### config.mk
export PLATFORM = sky130hd
export DESIGN_NAME = sprite_line_selector
export DESIGN_NICKNAME = d
export VERILOG_FILES = /design/src/rtl/sprite_line_selector.sv
export SDC_FILE = /design/constraint.sdc
export NUM_CORES = 1
export LEC_CHECK = 0
export CORE_UTILIZATION = 45
export CTS_BUF_LIST = sky130_fd_sc_hd__clkbuf_4
export DETAILED_ROUTE_END_ITERATION = 8
export PLACE_DENSITY_LB_ADDON = 0.05
export SLEW_MARGIN = 20
export SYNTH_ARGS = -nofsm -noshare
export SYNTH_HDL_FRONTEND = slang
export SYNTH_SLANG_ARGS = --single-unit
### constraint.sdc
create_clock -name clk -period 4.72 [get_ports clk]
set_input_delay 0.944 -clock clk [delete_from_list [all_inputs] [get_ports clk]]
set_output_delay 0.944 -clock clk [all_outputs]
set_load 0.005 [all_outputs]
### src/rtl/sprite_line_selector.sv
// Per-scanline sprite selector: scans OAM into NUM_SLOTS slots, then answers x queries
// lowest OAM index first. Optional Y-flip of dy is enabled by defining SPRITE_YFLIP_EN.
module sprite_line_selector #(
    parameter  int NUM_SLOTS   = 10,
    parameter  int OAM_ENTRIES = 40,
    localparam int AW          = $clog2(2 * OAM_ENTRIES),
    localparam int IW          = (OAM_ENTRIES > 1) ? $clog2(OAM_ENTRIES) : 1
) (
    input  logic          clk,
    input  logic          rst,
    input  logic          start,
    input  logic [7:0]    ly,
    input  logic          tall,
    output logic [AW-1:0] oam_addr,
    input  logic [15:0]   oam_d_in,
    output logic          scan_done,
    output logic          overflow,
    input  logic [7:0]    q_x,
    input  logic          q_take,
    output logic          hit,
    output logic [14:0]   hit_data,
    output logic [IW-1:0] hit_index
);

    localparam int SW = (NUM_SLOTS > 1) ? $clog2(NUM_SLOTS) : 1;

    typedef enum logic [1:0] {ST_IDLE, ST_SCAN, ST_READY} state_t;

    state_t               r_state, w_next_state;
    logic [AW-1:0]        r_addr;
    logic [7:0]           r_y, r_x_lat;
    logic                 r_overflow;
    logic [NUM_SLOTS-1:0] r_valid;
    logic [7:0]           r_slot_x    [NUM_SLOTS];
    logic [14:0]          r_slot_data [NUM_SLOTS];
    logic [IW-1:0]        r_slot_idx  [NUM_SLOTS];

    logic [7:0]    w_dy;
    logic [3:0]    w_dy_sel;
    logic [7:0]    w_tile;
    logic [14:0]   w_entry;
    logic [IW-1:0] w_entry_idx;
    logic          w_visible, w_last, w_latch, w_eval;
    logic          w_have_free, w_hit;
    logic [SW-1:0] w_free_idx, w_win_idx;
    logic          w_unused_attrs;

    assign w_unused_attrs = ^oam_d_in[11:8];

    // The odd OAM word arrives while the latched even word holds Y and X.
    assign w_dy      = ly - (r_y - 8'd16);
    assign w_visible = tall ? (w_dy < 8'd16) : (w_dy < 8'd8);

    always_comb begin
        w_dy_sel = w_dy[3:0];
`ifdef SPRITE_YFLIP_EN
        if (oam_d_in[14]) begin
            if (tall) w_dy_sel = ~w_dy[3:0];
            else      w_dy_sel = {w_dy[3], ~w_dy[2:0]};
        end
`endif
    end

    assign w_tile      = tall ? {oam_d_in[7:1], w_dy_sel[3]} : oam_d_in[7:0];
    assign w_entry     = {w_dy_sel[2:0], w_tile, oam_d_in[15:12]};
    assign w_entry_idx = IW'(r_addr >> 1);
    assign w_last      = (r_addr == AW'(2 * OAM_ENTRIES - 1));
    assign w_latch     = (r_state == ST_SCAN) && !r_addr[0] && !start;
    assign w_eval      = (r_state == ST_SCAN) && r_addr[0] && !start;

    // Descending loops leave the lowest qualifying slot as the final assignment.
    always_comb begin
        w_have_free = 1'b0;
        w_free_idx  = '0;
        w_hit       = 1'b0;
        w_win_idx   = '0;
        for (int i = NUM_SLOTS - 1; i >= 0; i--) begin
            if (!r_valid[i]) begin
                w_have_free = 1'b1;
                w_free_idx  = SW'(i);
            end
            if (r_valid[i] && (r_slot_x[i] == q_x) && (r_state == ST_READY)) begin
                w_hit     = 1'b1;
                w_win_idx = SW'(i);
            end
        end
    end

    always_comb begin
        w_next_state = r_state;
        if (start) begin
            w_next_state = ST_SCAN;
        end else if ((r_state == ST_SCAN) && w_last) begin
            w_next_state = ST_READY;
        end
    end

    // NOTE: sequential state uses non-blocking assignments so every register samples pre-edge values.
    always_ff @(posedge clk or negedge rst) begin
        if (!rst) begin
            r_state    <= ST_IDLE;
            r_addr     <= '0;
            r_overflow <= 1'b0;
            r_valid    <= '0;
        end else begin
            r_state <= w_next_state;
            if (start) begin
                r_addr     <= '0;
                r_overflow <= 1'b0;
                r_valid    <= '0;
            end else if (r_state == ST_SCAN) begin
                r_addr <= w_last ? '0 : r_addr + 1'b1;
                if (w_eval && w_visible) begin
                    if (w_have_free) r_valid[w_free_idx] <= 1'b1;
                    else             r_overflow <= 1'b1;
                end
            end else if ((r_state == ST_READY) && q_take && w_hit) begin
                r_valid[w_win_idx] <= 1'b0;
            end
        end
    end

    // NOTE: slot payload is not reset; r_valid alone decides whether a slot's contents mean anything.
    always_ff @(posedge clk) begin
        if (w_latch) begin
            r_y     <= oam_d_in[7:0];
            r_x_lat <= oam_d_in[15:8];
        end
        if (w_eval && w_visible && w_have_free) begin
            r_slot_x[w_free_idx]    <= r_x_lat - 8'd8;
            r_slot_data[w_free_idx] <= w_entry;
            r_slot_idx[w_free_idx]  <= w_entry_idx;
        end
    end

    assign oam_addr  = r_addr;
    assign scan_done = (r_state == ST_READY);
    assign overflow  = r_overflow;
    assign hit       = w_hit;
    assign hit_data  = w_hit ? r_slot_data[w_win_idx] : '0;
    assign hit_index = w_hit ? r_slot_idx[w_win_idx] : '0;

endmodule
==> results.json <==
{
  "status": "finished clean",
  "peakVddDrop_mv": 0.2450,
  "io_pins": 68,
  "max_stage_delay_ns": 0.27,
  "worst_setup_path_end_kind": "primary output",
  "num-nets-final": 1238,
  "fin_crit_sh": 0.9849,
  "drtIter0Drc": 680,
  "viasPerCell": 5.386,
  "row_count": 64,
  "gp_congestion": 0.8510,
  "crit_family": "buffers and inverters",
  "critPathLaunchType": "input pin",
  "synth_nets": 951,
  "clk_pin_slew_ns": 0.06,
  "ys_top_cells_by_area": "edfxtp_1 (66%), mux2i_1 (7.5%), dfrtp_1 (3.6%), xnor2_1 (3.3%), xor2_1 (2.5%)",
  "critical_path.cell_chain": "clkdlybuf4s15_2 -> buf_4 -> xor2_1 -> nor4_2 -> buf_4 -> and3_1 -> o211ai_1 -> a21boi_4 -> buf_12 -> buf_12 -> buf_12 -> buf_12 -> buf_6 -> mux2i_1 -> mux2i_1 -> o211a_1 -> buf_2",
  "finalPower_mw": 5.981,
  "hold_violations": 0,
  "core_um2": 30510,
  "wl_met1_um": 16530,
  "grt_usage": 0.2444,
  "period_needed_ns": 4.649,
  "crit_slowest_cell": "nor4_2",
  "synth_seq_cells": 326,
  "fp.dieH_um": 178.0,
  "clk_latency_ns": 0.78,
  "async_flop_share": 0.06135,
  "arrival_ns": 3.70,
  "final_cells": 1641,
  "synth_cells": 898,
  "chipWidth_um": 178.0,
  "routed_wl_um": 37280,
  "antenna_found_initial": 1,
  "portBuffers": 67,
  "top_layer_used": "met4",
  "leakage_nw": 6.631,
  "design_area_um2": 18500,
  "wl_met2_um": 18030,
  "cp_num_buf_inv": 9,
  "fill_cells": 2356,
  "ys_seq_area_frac": 0.6952,
  "synth-edff-count": 306,
  "yosysTopAreaCell": "edfxtp_1",
  "dieArea_um2": 31680,
  "placed_area_um2": 16000,
  "slew_headroom": 0.3285,
  "worstMarginPinSlew_ns": 1.000,
  "cts_buffer_depth": 3,
  "worstSetupPathType": "input pin to primary output",
  "cts_tree": "yes",
  "vias": 8839,
  "rsz0062_at_grt": "true",
  "h-tree-depth": 3,
  "area_growth_syn_to_layout_pct": 32.70,
  "drive_gt1_frac": 0.3288,
  "grt_pass1_wl_um": 55420,
  "crit_fanout": 7,
  "yosys_warnings": 0,
  "syn_area_per_cell_um2": 15.52,
  "start_util": 0.4568,
  "hpwl_um": 21760,
  "grt_max_degree": 25,
  "first_pass_iters": 5,
  "post-route-util": 0.6062,
  "pwr_density_cell_nw_per_um2": 323.4,
  "ant_nets": 0,
  "max_freq_mhz": 215.1,
  "first_global_vias": 9221,
  "wire_per_inst_um": 22.72,
  "setup_viol": 0,
  "drc_errors": 0,
  "synthDistinctLibCells": 50,
  "final.setup_skew_ns": 0.07859,
  "met3_length_um": 1948,
  "fin_tns_setup_ns": 0,
  "required_ns": 3.78,
  "synth.cell_area_um2": 13940,
  "numCtsBuffers": 87,
  "cts.sinks": 326,
  "cap_viol_max_count": 0,
  "grt_overflow": 0,
  "min-delay-path-class": "flop to flop",
  "cts_root_buf": "clkbuf_4",
  "synth_top_cell_area_share": 0.6593,
  "dp.cells": 1410,
  "maxSlewViolCount": 0,
  "synth_flop_cell": "edfxtp_1",
  "critPathMostFrequentCell": "buf_12"
}
power breakdown:
group	switching [mW]	leakage, nW	internal (mW)	total (mW)
Combinational	0.158	2.94	0.123	0.282
Sequential	0.0197	3.04	3.19	3.21
Clock	1.17	0.653	1.32	2.49
stage by stage:
step                hold WS (ns)  setup slack, ns
global route              0.5577         -0.03776
finish                    0.5385          0.07128
detailed placement        0.5068           -1.014
global placement          0.5157          -0.9845
floorplan                 0.4859           0.1779
CTS                       0.5241        -0.006203
cells in the final DEF, fill, tap and decap left out, types with 29 or more instances in the layout:
cell	n
buf_4	95
a21oi_1	29
buf_12	47
clkdlybuf4s50_1	38
xnor2_1	51
clkbuf_4	123
edfxtp_1	306
xor2_1	31
mux2i_1	97
o21ai_0	29
logic make-up after synthesis:
group | after synthesis | synth area share
xor+xnor | 93 | 0.05844
mux | 105 | 0.07541
buf+inv | 64 | 0.02406
flops | 326 | 0.6952
fa+ha+maj | 16 | 0.01490
simple gates | 153 | 0.06069
compound gates | 141 | 0.07128
registers in the layout, indices dropped and copies added (netlist names):
| signal | count |
|---|---|
| r_x_lat | 8 |
| r_slot_idx | 60 |
| r_state | 2 |
| oam_addr | 7 |
| r_slot_data | 150 |
| r_valid | 10 |
| r_slot_x | 80 |
| overflow | 1 |
| r_y | 8 |
worst register-to-register path, stage by stage (launching register included):
cell       delay [ns]
edfxtp_1         0.36
inv_1            0.09
ha_1             0.24
ha_1             0.23
fa_1             0.41
xnor2_1          0.53
o2111ai_1        0.38
nor3_1           0.26
nand3_1          0.22
buf_4            0.24
inv_1            0.09
nand2_1          0.20
nor2_4           0.31
buf_12           0.21
cells in the mapped netlist, types with 2 or more instances:
cell type and count:
o211ai_1 2, nand2_1 24, nor3b_1 2, nand2b_1 3
and2b_1 2, xnor2_1 53, nor2_1 25, and2_1 3
dfrtp_1 20, and3_1 10, buf_2 10, mux2i_1 105
inv_1 22, nor4_1 3, a31oi_1 4, buf_1 2
ha_1 15, a21o_1 3, a21boi_0 3, nor3_1 16
xor2_1 40, nor2b_1 29, a21oi_1 33, clkbuf_1 12
nand3_1 17, or2_2 2, buf_6 4, a311oi_1 9
nand4_1 9, nor4_2 3, a41oi_1 6, buf_4 14
o21ai_0 30, a211oi_1 22, edfxtp_1 306, o211a_1 21
worst paths after layout:
path                                             to  depth (start not counted)  slack [ns]                 start
min reg2reg                    overflow$_DFFE_PN0P_                          2        0.54  overflow$_DFFE_PN0P_
max                                    hit_data[13]                         17        0.07                q_x[4]
max reg2reg                r_slot_x[7][2]$_DFFE_PP_                         13        0.63      r_y[1]$_DFFE_PP_
min                            overflow$_DFFE_PN0P_                          2        0.54  overflow$_DFFE_PN0P_
max in group asynchronous   oam_addr[0]$_DFFE_PN0P_                          1        3.38                   rst
min in group asynchronous    r_valid[3]$_DFFE_PN0P_                          1        0.72                   rst
metal layers:
| metal | track usage | up-vias |
|---|---|---|
| met3 | 0.04795 | 58 |
| met2 | 0.3932 | 263 |
| met4 | 0.08618 | 0 |
| li1 | - | 4045 |
| met5 | 0 | - |
| met1 | 0.3307 | 4473 |
area by class of cell:
class	count	area, um2	share of cell area
Sequential cell	326	9689	0.5239
Multi-Input combinational cell	509	4433	0.2397
Inverter	22	82.58	0.004465
Clock inverter	25	182.7	0.009877
Timing Repair Buffer	239	2686	0.1452
Tap cell	396	495.5	0.02679
Clock buffer	123	923.4	0.04993
Antenna cell	1	2.502	0.0001353
repair_timing:
| action | CTS | global route |
|---|---|---|
| setup buffers | 61 | 19 |
| setup endpoints to repair | 22 | 22 |
| cloned | 10 | 0 |
| pin swaps | 45 | 32 |
| resized for setup | 160 | 53 |
| hold buffers | 0 | 0 |
No activity file was read; power rests on OpenSTA's default activity.
==> RTL edit 1, RTL diff (same settings) <==
Encoding of `state_t`: now one-hot (3 bits for 3 states).
--- a/src/rtl/sprite_line_selector.sv
+++ b/src/rtl/sprite_line_selector.sv
@@ -24,7 +24,7 @@
 
     localparam int SW = (NUM_SLOTS > 1) ? $clog2(NUM_SLOTS) : 1;
 
-    typedef enum logic [1:0] {ST_IDLE, ST_SCAN, ST_READY} state_t;
+    typedef enum logic [2:0] {ST_IDLE = 3'b001, ST_SCAN = 3'b010, ST_READY = 3'b100} state_t;
 
     state_t               r_state, w_next_state;
     logic [AW-1:0]        r_addr;
Formal check against the unedited RTL: no difference found for any inputs over 10 cycles, from zero or initial values and one cycle with rst low; not proved beyond that.
==> RTL edit 1 against the original RTL <==
- worst setup slack worse by 84 ps
- the flow now finishes with violations (setup timing)
- synthesized area is 4.6% higher
- utilization shrank 0.91 points
- final area up 2.4%
- sequential cell count grew 1
- largest power group unchanged
- wire length grew 9.2%
- power is 0.66% higher
- global-route usage up 0.41 points
- highest routed layer unchanged
==> RTL edit 1: results <==
metrics = {
    "timing": {
        "setup_viol": 3,
        "worstMarginPinSlew_ps": 1018,
        "layout_setup_ws_ps": -12.80,
        "tns_ps": -19.15,
        "clock_skew_ps": 47.21,
    },
    "cts": {
        "cts_buffer_depth": 3,
        "clk_pin_slew_ps": 70,
        "cts_buffers": 86,
        "clk_latency_ps": 710,
    },
    "routing": {
        "wl_met3_mm": 2.122,
        "viasPerCell": 5.697,
        "wl_per_cell_um": 22.68,
        "drtIter0Drc": 830,
        "routedLengthMet1_mm": 17.96,
        "dr_wl_met2_mm": 19.56,
        "num_vias": 10230,
        "highest_layer": "met4",
    },
    "logic_synthesis": {
        "synth.yosys.seq_area_share_pct": 66.62,
        "async_reset_ff_share_pct": 6.422,
        "synth.avg_cell_area_sq_um": 13.76,
        "ys_top_cells_by_count": "edfxtp_1, xnor2_1, nand2_1, o21ai_0, nand4_1",
        "synthTopCellsByArea": "edfxtp_1, xnor2_1, dfrtp_1, mux2i_1, nand4_1",
        "synth.distinct_cells": 53,
        "syn_nets": 1113,
        "ys.flop_type": "edfxtp_1",
    },
    "place": {
        "numPortBuffers": 67,
        "placed_cell_area_sq_um": 16990,
        "hpwl_mm": 24.62,
        "routabilityCongestion": 0.8437,
        "pre_cts_ws_ps": -924.7,
        "dpl.cell_count": 1596,
    },
    "power": {
        "cellLeakagePower_nw": 6.560,
        "powerComb_w": 0.000285,
        "irDropWorstVdd_v": 0.0002042,
        "clockPowerShare_pct": 41.5,
        "swShare_pct": 22.10,
    },
    "finish": {
        "syn2layout_area_growth_pct": 29.87,
        "nFillCells": 2599,
        "drive_above_1_share_pct": 32.66,
        "nets": 1382,
    },
    "critical_path": {
        "cp_max_fo": 4,
        "cp.arrival_ps": 3790,
        "max_stage_delay_ps": 450,
        "cp_slowest_cell": "or4_4",
    },
    "run_status": {
        "violations": "setup timing",
        "status": "finished, violations left",
    },
    "global_routing": {
        "grt_pass1_wl_mm": 61.04,
        "use_met3_pct": 3.690,
        "use_met1_pct": 33.96,
        "grt_usage_pct": 24.86,
        "antenna_found_initial": 1,
        "grt_max_degree": 34,
        "met2_usage_pct": 40.54,
    },
    "hold_path": {
        "hp-class": "in -> async",
    },
}
-- RTL edit 1: final cells by class --
cell class | count | share of cell area, %
flip-flops and latches | 327 | 51.29
clock inverters | 23 | 0.8456
repair buffers | 253 | 13.84
diodes | 1 | 0.01321
clock buffers | 129 | 5.113
inverters | 21 | 0.4162
multi-input cells | 640 | 25.82
well taps | 402 | 2.656
-- RTL edit 1: final timing paths --
kind | slack [ps] | to | depth (start not counted) | startpoint
setup reg to reg | 1190 | r_slot_x[6][7]$_DFFE_PP_ | 14 | r_y[1]$_DFFE_PP_
hold / removal | 200 | oam_addr[3]$_DFFE_PN0P_ | 1 | rst
max in group asynchronous | 4130 | r_state[0]$_DFFE_PN1P_ | 1 | rst
min in group clk | 520 | overflow$_DFFE_PN0P_ | 2 | overflow$_DFFE_PN0P_
setup / recovery | -10 | hit_data[7] | 13 | r_state[1]$_DFFE_PN0P_
hold reg to reg | 520 | overflow$_DFFE_PN0P_ | 2 | overflow$_DFFE_PN0P_
-- RTL edit 1: worst max-delay path, delay by kind of cell, from the launching register on --
family          cells  cell delay (ps)
compound gates      5             1120
buf+inv             3              420
flops               1              410
mux                 1              130
simple gates        4             1030
-- RTL edit 1: cell families (layout without fill, tap and decap cells) --
group | Yosys count | count (layout) | share of synthesized area (%)
flops | 327 | 327 | 66.62
compound gates | 243 | 243 | 11.91
other cells | 0 | 1 | 0
xor+xnor | 92 | 92 | 5.525
buf+inv | 93 | 426 | 2.943
mux | 42 | 42 | 2.883
simple gates | 247 | 247 | 8.699
fa+ha+maj | 16 | 16 | 1.424
-- RTL edit 1: timing repair --
action                     in CTS  in global routing
pin swaps                      62                 50
setup endpoints to repair      22                 22
buffers inserted               28                 16
hold buffers                    0                  0
resized for setup             178                 63
cloned                          5                  0
==> RTL edit 2, RTL diff (config.mk and constraints unchanged) <==
Without the edit above. The option `SPRITE_YFLIP_EN` is turned on by a define.
--- a/src/rtl/sprite_line_selector.sv
+++ b/src/rtl/sprite_line_selector.sv
@@ -1,5 +1,7 @@
 // Per-scanline sprite selector: scans OAM into NUM_SLOTS slots, then answers x queries
 // lowest OAM index first. Optional Y-flip of dy is enabled by defining SPRITE_YFLIP_EN.
+`define SPRITE_YFLIP_EN
+
 module sprite_line_selector #(
     parameter  int NUM_SLOTS   = 10,
     parameter  int OAM_ENTRIES = 40,
Formal check against the unedited RTL: same outputs for any inputs over 10 cycles, from zero or initial values and one cycle with rst low; that may be too few to reach the edited logic, so the function may still have changed.
==> RTL edit 2 against the original RTL <==
- synthesized area down 0.66%
- wire length up 3.6%
- count of clock-buffer cells in the layout up 17
- final area down 2.6%
- worst setup slack better by 8.6 ps
- synthesized cell count up 2.2%
- register-to-register slack better by 550 ps
- power up 0.58%
- first-iteration DRC count down 11%
- sequential cell count unchanged
- largest power group unchanged
==> RTL edit 2: results <==
metrics = {
    "run_status": {
        "status": "finished, final reports clean",
    },
    "critical_path": {
        "timing.reg2reg.worst_path_depth": 12,
        "cp_slowest_cell": "a311oi_4",
        "startpoint": "q_x[2]",
        "crit_end": "hit_data[4]",
        "timing.rr.end": "r_slot_x[4][3]$_DFFE_PP_",
        "max_stage_delay_ps": 380,
        "r2r_slack_ps": 1180,
    },
    "finish": {
        "fin_cells": 1675,
        "clock_buffers": 140,
        "nets": 1267,
        "multi_input_area_share_pct": 23.84,
        "seq_area_share_pct": 53.80,
        "nMultiInputCombCells": 526,
        "drive_above_1_share_pct": 34.81,
        "inv_count": 24,
        "fin_util_pct": 60.13,
        "signal_buffers": 248,
    },
    "routing": {
        "wl_mm": 38.64,
        "drtIter0Drc": 605,
        "wl_met3_mm": 2.326,
        "routedLengthMet1_mm": 17.31,
    },
    "place": {
        "routabilityCongestion": 0.8933,
        "pre_cts_ws_ps": -937.9,
        "dpl.cell_count": 1469,
        "hpwl_mm": 24.59,
    },
    "logic_synthesis": {
        "synth.distinct_cells": 64,
        "syn_nets": 971,
        "synth.yosys.seq_area_share_pct": 69.98,
        "synthTopCellsByArea": "edfxtp_1, xor2_1, dfrtp_1, mux2i_1, xnor2_1",
        "synth.avg_cell_area_sq_um": 15.08,
    },
    "timing": {
        "hold-worst-slack_ps": 190.4,
        "clock_skew_ps": 40.41,
        "maxSlewHeadroom_pct": 27.47,
    },
    "global_routing": {
        "use_met3_pct": 4.991,
        "grt_usage_pct": 25.26,
        "grt_max_degree": 34,
        "antenna_found_initial": 2,
        "met2_usage_pct": 39.83,
        "first_global_vias": 9370,
    },
    "power": {
        "intPower_w": 0.004663,
        "cellLeakagePower_nw": 6.824,
        "powerComb_w": 0.000297,
        "irDropWorstVdd_v": 0.0002158,
    },
    "cts": {
        "clk_latency_ps": 720,
        "cts_buffers": 88,
    },
    "die": {
        "nWellTaps": 390,
    },
    "hold_path": {
        "hp-class": "in -> async",
    },
}
[RTL edit 2: changes by cell type in the layout (fill, tap and decap cells not counted), sizes merged, moves of 21 or more]
cell,delta
nor2b,-23
nand2,+46
o211a,-21
xor2,+22
a221oi,+21
a211oi,-21
mux2i,-69
[RTL edit 2: logic make-up after synthesis]
kind of cell / count (synthesis) / synth area share, %
adders and majority gates: 16 / 1.500
and+or+nand+nor: 209 / 7.338
DFF: 326 / 69.98
AOI/OAI and AO/OA: 164 / 9.561
muxes: 42 / 3.091
buffers and inverters: 66 / 2.521
xor gates and xnor gates: 95 / 6.009
[RTL edit 2: worst max-delay path, delay by kind of cell]
kind                      cells  cell delay (ps)
AOI/OAI and AO/OA             5             1090
buffers and inverters         7              890
xor gates and xnor gates      1              180
and+or+nand+nor               3              580
[RTL edit 2: timing repair]
item,in CTS,in global routing
pin swaps,43,25
buffers inserted,37,9
resized for setup,180,34
gates cloned,4,1
setup endpoints to repair,22,21
